$ cat src/rtl/exc_dispatch_pkg.sv
// rtl/exc_dispatch_pkg.sv - shared encodings for the MEM/WB exception dispatcher
// Holds the CP0 exception_type bit positions, the MEM-stage flag vector bit
// order, the dispatcher FSM state encoding and the wait-counter width helper.
package exc_dispatch_pkg;

  // Bit positions in the one-hot exception_type word sent to CP0
  localparam int EXC_FETCH_ADEL  = 31;
  localparam int EXC_RI          = 30;
  localparam int EXC_OV          = 29;
  localparam int EXC_BP          = 28;
  localparam int EXC_SYS         = 27;
  localparam int EXC_LOAD_ADEL   = 26;
  localparam int EXC_STORE_ADES  = 25;
  localparam int EXC_ERET        = 0;

  // Bit order of the MEM-stage exception flag vector (7 = highest priority)
  localparam int FLG_FETCH_ADEL  = 7;
  localparam int FLG_RI          = 6;
  localparam int FLG_OV          = 5;
  localparam int FLG_BP          = 4;
  localparam int FLG_SYS         = 3;
  localparam int FLG_LOAD_ADEL   = 2;
  localparam int FLG_STORE_ADES  = 1;
  localparam int FLG_ERET        = 0;

  typedef enum logic [1:0] {
    ST_IDLE     = 2'd0,
    ST_WAIT_CP0 = 2'd1,
    ST_REDIRECT = 2'd2
  } state_t;

  // Wait counter width; never narrower than one bit
  function automatic int wait_cnt_width(input int wait_max);
    return (wait_max > 1) ? $clog2(wait_max) : 1;
  endfunction

endpackage

$ cat src/rtl/exc_prio_enc.sv
// rtl/exc_prio_enc.sv - priority encoder from MEM exception flags to CP0 cause
// Ports:
//   i_flags     in  8   MEM-stage exception flags (bit7 highest priority)
//   o_exc_type  out 32  one-hot exception_type for the highest set flag
//   o_sel_pc    out 1   bad address is the instruction PC (fetch-ADEL)
//   o_sel_addr  out 1   bad address is the load/store effective address
module exc_prio_enc
  import exc_dispatch_pkg::*;
(
  input  logic [7:0]  i_flags,
  output logic [31:0] o_exc_type,
  output logic        o_sel_pc,
  output logic        o_sel_addr
);

  always_comb begin
    o_exc_type = '0;
    o_sel_pc   = 1'b0;
    o_sel_addr = 1'b0;
    if (i_flags[FLG_FETCH_ADEL]) begin
      o_exc_type[EXC_FETCH_ADEL] = 1'b1;
      o_sel_pc                   = 1'b1;
    end else if (i_flags[FLG_RI]) begin
      o_exc_type[EXC_RI] = 1'b1;
    end else if (i_flags[FLG_OV]) begin
      o_exc_type[EXC_OV] = 1'b1;
    end else if (i_flags[FLG_BP]) begin
      o_exc_type[EXC_BP] = 1'b1;
    end else if (i_flags[FLG_SYS]) begin
      o_exc_type[EXC_SYS] = 1'b1;
    end else if (i_flags[FLG_LOAD_ADEL]) begin
      o_exc_type[EXC_LOAD_ADEL] = 1'b1;
      o_sel_addr                = 1'b1;
    end else if (i_flags[FLG_STORE_ADES]) begin
      o_exc_type[EXC_STORE_ADES] = 1'b1;
      o_sel_addr                 = 1'b1;
    end else if (i_flags[FLG_ERET]) begin
      o_exc_type[EXC_ERET] = 1'b1;
    end
  end

endmodule

$ cat src/rtl/exc_dispatch.sv
// rtl/exc_dispatch.sv - MEM/WB exception dispatcher: CP0 request, flush, fetch redirect
// Ports:
//   clk, rst (async, active-low)
//   mem_valid_i/mem_pc_i/mem_addr_i/mem_is_branch_i/mem_excep_flags_i  MEM-stage instruction
//   kill_mem_o          combinational suppress of MEM side effects
//   exception_type_o, pc_o, exception_addr_o, now_in_delayslot_o  one-cycle CP0 request
//   cp0_flush_i, cp0_return_pc_i  CP0 answer
//   flush_pipe_o, redirect_valid_o, redirect_pc_o, redirect_ready_i  pipeline side
//   busy_o, drop_cnt_o  status
module exc_dispatch
  import exc_dispatch_pkg::*;
#(
  parameter int CP0_WAIT_MAX = 4,
  parameter int CNT_W        = 8
) (
  input  logic             clk,
  input  logic             rst,
  input  logic             mem_valid_i,
  input  logic [31:0]      mem_pc_i,
  input  logic [31:0]      mem_addr_i,
  input  logic             mem_is_branch_i,
  input  logic [7:0]       mem_excep_flags_i,
  output logic             kill_mem_o,
  output logic [31:0]      exception_type_o,
  output logic [31:0]      pc_o,
  output logic [31:0]      exception_addr_o,
  output logic             now_in_delayslot_o,
  input  logic             cp0_flush_i,
  input  logic [31:0]      cp0_return_pc_i,
  output logic             flush_pipe_o,
  output logic             redirect_valid_o,
  output logic [31:0]      redirect_pc_o,
  input  logic             redirect_ready_i,
  output logic             busy_o,
  output logic [CNT_W-1:0] drop_cnt_o
);

  localparam int WCW = wait_cnt_width(CP0_WAIT_MAX);
  localparam logic [WCW-1:0] WAIT_LAST = WCW'(CP0_WAIT_MAX - 1);

  state_t           r_state;
  state_t           w_next_state;
  logic [WCW-1:0]   r_wait_cnt;
  logic [WCW-1:0]   w_wait_cnt_next;
  logic             w_drop;

  logic             w_issue_cond;
  logic             w_do_issue;
  logic [31:0]      w_exc_type;
  logic             w_sel_pc;
  logic             w_sel_addr;
  logic [31:0]      w_exc_addr;

  logic [31:0]      r_exc_type;
  logic [31:0]      r_pc;
  logic [31:0]      r_exc_addr;
  logic             r_in_ds;
  logic             r_ds;
  logic             r_flush_pipe;
  logic [31:0]      r_redirect_pc;
  logic [CNT_W-1:0] r_drop_cnt;

  exc_prio_enc u_prio_enc (
    .i_flags    (mem_excep_flags_i),
    .o_exc_type (w_exc_type),
    .o_sel_pc   (w_sel_pc),
    .o_sel_addr (w_sel_addr)
  );

  assign w_issue_cond = (r_state == ST_IDLE) && mem_valid_i && (mem_excep_flags_i != 8'd0);
  // A CP0 flush arriving alongside an issue wins; the instruction is still
  // killed because the flush throws it away anyway.
  assign w_do_issue   = w_issue_cond && !cp0_flush_i;
  assign kill_mem_o   = w_issue_cond;

  assign w_exc_addr = w_sel_pc   ? mem_pc_i   :
                      w_sel_addr ? mem_addr_i : 32'd0;

  assign redirect_valid_o   = (r_state == ST_REDIRECT);
  assign busy_o             = (r_state != ST_IDLE);
  assign exception_type_o   = r_exc_type;
  assign pc_o               = r_pc;
  assign exception_addr_o   = r_exc_addr;
  assign now_in_delayslot_o = r_in_ds;
  assign flush_pipe_o       = r_flush_pipe;
  assign redirect_pc_o      = r_redirect_pc;
  assign drop_cnt_o         = r_drop_cnt;

  always_comb begin
    w_next_state    = r_state;
    w_wait_cnt_next = r_wait_cnt;
    w_drop          = 1'b0;
    case (r_state)
      ST_IDLE: begin
        if (cp0_flush_i) begin
          w_next_state = ST_REDIRECT;
        end else if (w_do_issue) begin
          w_next_state    = ST_WAIT_CP0;
          w_wait_cnt_next = '0;
        end
      end
      ST_WAIT_CP0: begin
        if (cp0_flush_i) begin
          w_next_state = ST_REDIRECT;
        end else if (r_wait_cnt == WAIT_LAST) begin
          // CP0 never answered (e.g. nested exception with EXL set)
          w_next_state = ST_IDLE;
          w_drop       = 1'b1;
        end else begin
          w_wait_cnt_next = r_wait_cnt + 1'b1;
        end
      end
      ST_REDIRECT: begin
        // A fresh flush re-targets the redirect and takes precedence over
        // a handshake completing in the same cycle.
        if (!cp0_flush_i && redirect_valid_o && redirect_ready_i) begin
          w_next_state = ST_IDLE;
        end
      end
      default: w_next_state = ST_IDLE;
    endcase
  end

  always_ff @(posedge clk or negedge rst) begin
    if (!rst) begin
      r_state       <= ST_IDLE;
      r_wait_cnt    <= '0;
      r_exc_type    <= '0;
      r_pc          <= '0;
      r_exc_addr    <= '0;
      r_in_ds       <= 1'b0;
      r_ds          <= 1'b0;
      r_flush_pipe  <= 1'b0;
      r_redirect_pc <= '0;
      r_drop_cnt    <= '0;
    end else begin
      r_state    <= w_next_state;
      r_wait_cnt <= w_wait_cnt_next;

      // Request is present for exactly one cycle after the issue cycle
      r_exc_type <= w_do_issue ? w_exc_type : 32'd0;
      r_pc       <= w_do_issue ? mem_pc_i   : 32'd0;
      r_exc_addr <= w_do_issue ? w_exc_addr : 32'd0;
      r_in_ds    <= w_do_issue && r_ds;

      // Whatever sits in MEM during the flush pulse is discarded, so the
      // flush clear wins over a branch observed in the same cycle.
      if (r_flush_pipe) begin
        r_ds <= 1'b0;
      end else if (mem_valid_i) begin
        r_ds <= mem_is_branch_i;
      end

      r_flush_pipe <= cp0_flush_i;
      if (cp0_flush_i) begin
        r_redirect_pc <= cp0_return_pc_i;
      end

      if (w_drop && (r_drop_cnt != {CNT_W{1'b1}})) begin
        r_drop_cnt <= r_drop_cnt + 1'b1;
      end
    end
  end

endmodule

$ cat config.mk
export PLATFORM = sky130hd
export DESIGN_NAME = exc_dispatch
export DESIGN_NICKNAME = d
export VERILOG_FILES = /design/src/rtl/exc_dispatch_pkg.sv /design/src/rtl/exc_prio_enc.sv /design/src/rtl/exc_dispatch.sv
export SDC_FILE = /design/constraint.sdc
export NUM_CORES = 1
export LEC_CHECK = 0
export CAP_MARGIN = 40
export CORE_MARGIN = 4
export CORE_UTILIZATION = 41
export CTS_CLUSTER_DIAMETER = 40
export CTS_CLUSTER_SIZE = 30
export DETAILED_ROUTE_END_ITERATION = 7
export PLACE_DENSITY = 0.81
export SLEW_MARGIN = 25
export SYNTH_ARGS = -nofsm -noshare
export SYNTH_HDL_FRONTEND = slang
export SYNTH_SLANG_ARGS = --single-unit
$ cat constraint.sdc
create_clock -name clk -period 2 [get_ports clk]
set_input_delay 0.2 -clock clk [delete_from_list [all_inputs] [get_ports clk]]
set_output_delay 0.2 -clock clk [all_outputs]
set_load 0.05 [all_outputs]
# Yosys cells after proc, flatten, opt, wreduce, memory -nomap -nowiden
# Index checks and enable logic that the tools add are counted.
# Widths: inputs -> output; s select.
# word_totals
regBits	143
latch_bits	0
ram_bits	0
rom_bits	0
output_inout_bits	141
word_cells	86
mem_count	0
# op_classes
add_sub_neg	2
multipliers	0
div	0
order_cmp	0
eq_ne	11
n_shift	0
mux	48
n_bitwise	0
n_reduce_logical	15
# ops
cell	n
$mux 32	5
$mux 1	27
$mux 2	10
$add 8x1->8 const B	1
$ne 2x2->1 const B	4
$ne 8x8->1 const B	1
$reduce_bool 8->1	1
$logic_and 1x1->1	7
$mux 6	1
$ne 3x3->1 const B	2
$pmux 2 s3	1
$reduce_bool 2->1	3
$mux 5	1
$reduce_and 5->1	1
$eq 2x2->1 const B	2
$mux 4	1
$pmux 2 s2	1
$mux 3	1
$reduce_and 3->1	1
$add 2x1->2 const B	1
$eq 2x1->1 const B	1
$logic_not 2->1	1
$ne 2x1->1 const B	1
$logic_not 1->1	1

# Depth between registers and ports, before layout
# Gate-level depths: netlist (run 1).
# logic_depth
depth_word	10
ltp_mapped	6
ltp_nobuf	4

# By module
# Synthesis (run 1) repeated with hierarchy kept, for this count alone.
# hier_totals
hier_cells	421
area_unflattened_um2	5649.2
# modules_own_cells
mod	n_inst	cells_each	area_each_um2	seq_area_each_um2
exc_dispatch	1	383	5365.1	3578.4
exc_prio_enc	1	38	284.0	0.0

# Least setup slack after synthesis (run 1)
# No wires, ideal clock.
# synth_path
path_type	register to output
start	register r_state[0]
end	output kill_mem_o
arrival_time_ps	2123
required_time_ps	1800
setup_slack_ps	-323
stages_incl_launch_ff	4
path_buffers	1
path_cell_list	dfrtp_1 > buf_2 > or2_2 > a211oi_1
# synth_between
elab_chain_len	3
# synth_rtl
item	line	text
start, declared	exc_dispatch.sv:41	state_t r_state;
start signal, assigned	exc_dispatch.sv:137	r_state <= w_next_state;
$logic_not 2->1	exc_dispatch.sv:70	assign w_issue_cond = (r_state == ST_IDLE) && mem_valid_i && (mem_excep_flags_i != 8'd0);
$logic_and 1x1->1 (2 in series)	exc_dispatch.sv:70	
end, declared	exc_dispatch.sv:23	output logic kill_mem_o,
# No other way between the ends.

# Worst setup path after layout (run 1)
# layout_path
start	register r_drop_cnt[6], in the netlist drop_cnt_o[6]
end	output drop_cnt_o[6]
# layout_lines
item	line	text
start, declared	exc_dispatch.sv:61	logic [CNT_W-1:0] r_drop_cnt;
start signal, assigned	exc_dispatch.sv:160	r_drop_cnt <= r_drop_cnt + 1'b1;
end, declared	exc_dispatch.sv:35	output logic [CNT_W-1:0] drop_cnt_o
# No word-level cell between the ends.

==> out/metrics.cfg, run 1 <==
[worst_setup_path]
cp_num_buf_inv = 1
cp-start-kind = flip-flop
endpoint_kind = output port
r2r_slack_ns = 0.16
cp_num_cells = 1
arrival_ns = 1.71
r2r_end = r_state[0]
worstSetupEndpoint = drop_cnt_o[6]
path_delay_family = buffers and inverters
crit_chain = clkdlybuf4s50_1
crit_start = drop_cnt_o[6]
worstPathMaxFanout = 6
critPathKind = reg -> out
max_stage_delay_ns = 0.86
reg2reg_depth = 4
cp_slowest_cell = clkdlybuf4s50_1
r2r-start = r_state[0]
cp.required_ns = 1.80

[final_layout]
layout_common_cells = clkdlybuf4s50_1 (221), dfrtp_1 (119), nand2_1 (39)
nets = 783
register_area_mm2 = 0.002978
fill_cells = 916
drive_gt1_frac = 0.1667
diodes = 0
multiInputGateArea_mm2 = 0.001947
fin_util = 0.6885
syn2layout_area_growth_pct = 61.99
stdcell_count = 852
final_common_cell = clkdlybuf4s50_1

[synthesis]
synth-edff-count = 0
synth_warnings = 0
yosys.area_share.simple = 0.2046
synth_top_family_by_area = simple AND/OR/NAND/NOR gates
synthesis.area_mm2 = 0.005169
netlist_top_cells_area = dfrtp_1 (58%), mux2_2 (7.6%), nand4b_1 (5.4%), and2_1 (4.1%), nor2b_1 (4.0%)
ys_types = 47
async_flop_share = 1.000
synthXorXnorAreaFrac = 0.005084
synthFlopType = dfrtp_1
yosys.area.top_type = dfrtp_1
synth_top_area_share = 0.5761
yosys-mux-area-fraction = 0.07819
synth_adder_area_share = 0.004841
synthesis.instances = 435
synth_compound_area_frac = 0.06439
avgSynthCellArea_um2 = 11.88
seq_area_frac_synth = 0.5761
ys_seq_elements = 119

[floorplan]
ios = 251
row_count = 40
core_mm2 = 0.01216
start_util = 0.4250
die_area_mm2 = 0.01447
chipWidth_um = 120.3
die_y_um = 120.3

[placed_design]
hpwlAfterDp_um = 10970
port_buffers = 226
dp_cells = 819
gp_congestion = 0.8040
place_worst_setup_slack_ns = 0.01485

[run_status]
outcome = finished, final reports clean

[power]
cellLeakagePower_nw = 3.571
power_frac_comb = 0.167
ir_worst_vdd_mv = 0.3396
power_frac_seq = 0.340
pwr-share-clk = 0.493
switchingPower_w = 0.001878
internal_power_w = 0.005670
powerDensity_mw_per_mm2 = 901.5
swShare = 0.2489

[clocking]
cts_max_path_buffers = 2
clk_pin_slew_ns = 0.05
cts_tree = done
htree_levels = 4
cts_sinks = 119
cts_root_buf = clkbuf_16
insertion_delay_ns = 0.40
cts_buffers = 17

[timing]
slew_headroom = 0.5581
rsz0062_at_grt = false
period_needed_ns = 1.915
hold_violations = 0
finalSetupTns_ns = 0
setup_viol_count_final = 0
post-route-period-util = 0.9574
setup_ws_ns = 0.08523
fmax_mhz = 522.3
worst_pin_slew_ns = 0.6629
fin_skew_ns = 0.005157
slew_viol_final = 0
hold_slack_ns = 0.3088

[route]
drt-total-wl_um = 15070
dr_total_vias = 4134
drt_iter0_markers = 298
drc = 0
drtAntennaViolNets = 0
firstDrtPassIters = 4
wl_per_cell_um = 17.69
via_per_inst = 4.852

[global_routing]
grt_pass1_wl_um = 23500
first_global_vias = 4469
grt_max_degree = 73
grt.overflow.total = 0
antenna_found_initial = 0
grt_use_total = 0.2103

[run]
cap_violations = 0

[min_path]
hold_path_class = in -> async

-- through the flow --
stage / cell area (µm²) / power, W
4_1_cts: 8368 / 0.007621
2_1_floorplan: 5260 / 0.003329
3_3_place_gp: 7635 / 0.003851
6_report: 8373 / 0.007548
5_1_grt: 8373 / 0.007794
3_5_place_dp: 7635 / 0.003874
-- cells by family after synthesis --
family | after synthesis
muxes | 36
xor gates and xnor gates | 3
other | 1
adders and majority gates | 2
AOI/OAI and AO/OA | 50
DFF | 119
buffers and inverters | 61
and+or+nand+nor | 163
-- area by class of cell --
class                   instances  area share
multi-input cells             278      0.2325
well taps                     168     0.02510
clock buffers                  19     0.05409
flip-flops and latches        119      0.3556
clock inverters                13     0.03243
inverters                       8    0.003586
repair buffers                247      0.2966
-- layer usage --
metal,track usage,vias to the layer above,routed length [µm]
met3,0.08185,31,1434
met1,0.2313,1985,5630
met4,0.07365,0,316
met2,0.3706,194,7688
li1,-,1924,-
met5,0,-,0
-- what timing repair did --
item	CTS	global route
setup buffers	0	0
hold buffers	1	0
endpoints found under the setup margin	1	1
hold endpoints to repair	35	0
gates resized for setup	1	1
-- power by group through the flow --
stage / clock network (W) / logic, W / registers [W]
after floorplan: 0 / 0.000380 / 0.00295
after global placement: 0 / 0.00125 / 0.00260
after detailed placement: 0 / 0.00127 / 0.00261
after CTS: 0.00378 / 0.00127 / 0.00257
after global routing: 0.00389 / 0.00133 / 0.00258
final: 0.00372 / 0.00126 / 0.00257
-- worst min-delay path by stage --
| stage | to |
|---|---|
| after floorplan | drop_cnt_o[0] |
| after global placement | redirect_pc_o[19] |
| after detailed placement | redirect_pc_o[19] |
| after CTS | exception_addr_o[0] |
| after global routing | redirect_pc_o[23] |
| final | redirect_pc_o[23] |
-- state kept, by name (all words and copies together), names as in the netlist --
| signal | cells |
|---|---|
| exception_addr_o | 32 |
| exception_type_o | 8 |
| r_state | 2 |
| r_ds | 1 |
| flush_pipe_o | 1 |
| r_wait_cnt | 2 |
| now_in_delayslot_o | 1 |
| drop_cnt_o | 8 |
| redirect_pc_o | 32 |
| pc_o | 32 |
-- synthesized netlist by cell type (3+ instances only) --
library cell / n
o21ai_0: 3
nor2b_1: 33
nand2_1: 39
a21oi_2: 10
buf_1: 3
mux2_2: 35
a21oi_1: 26
and2_1: 34
nand4b_1: 32
clkbuf_1: 18
clkbuf_2: 3
dfrtp_1: 119
inv_1: 8
buf_4: 24
buf_2: 3
nor3_1: 4
Power figures use the tool's default switching activity.
==> run 2: changes to the inputs <==
Settings changed: SLEW_MARGIN 25 to 10.
==> results of run 2 <==
No change in the layout: final DEF, timing and power equal those of run 1.
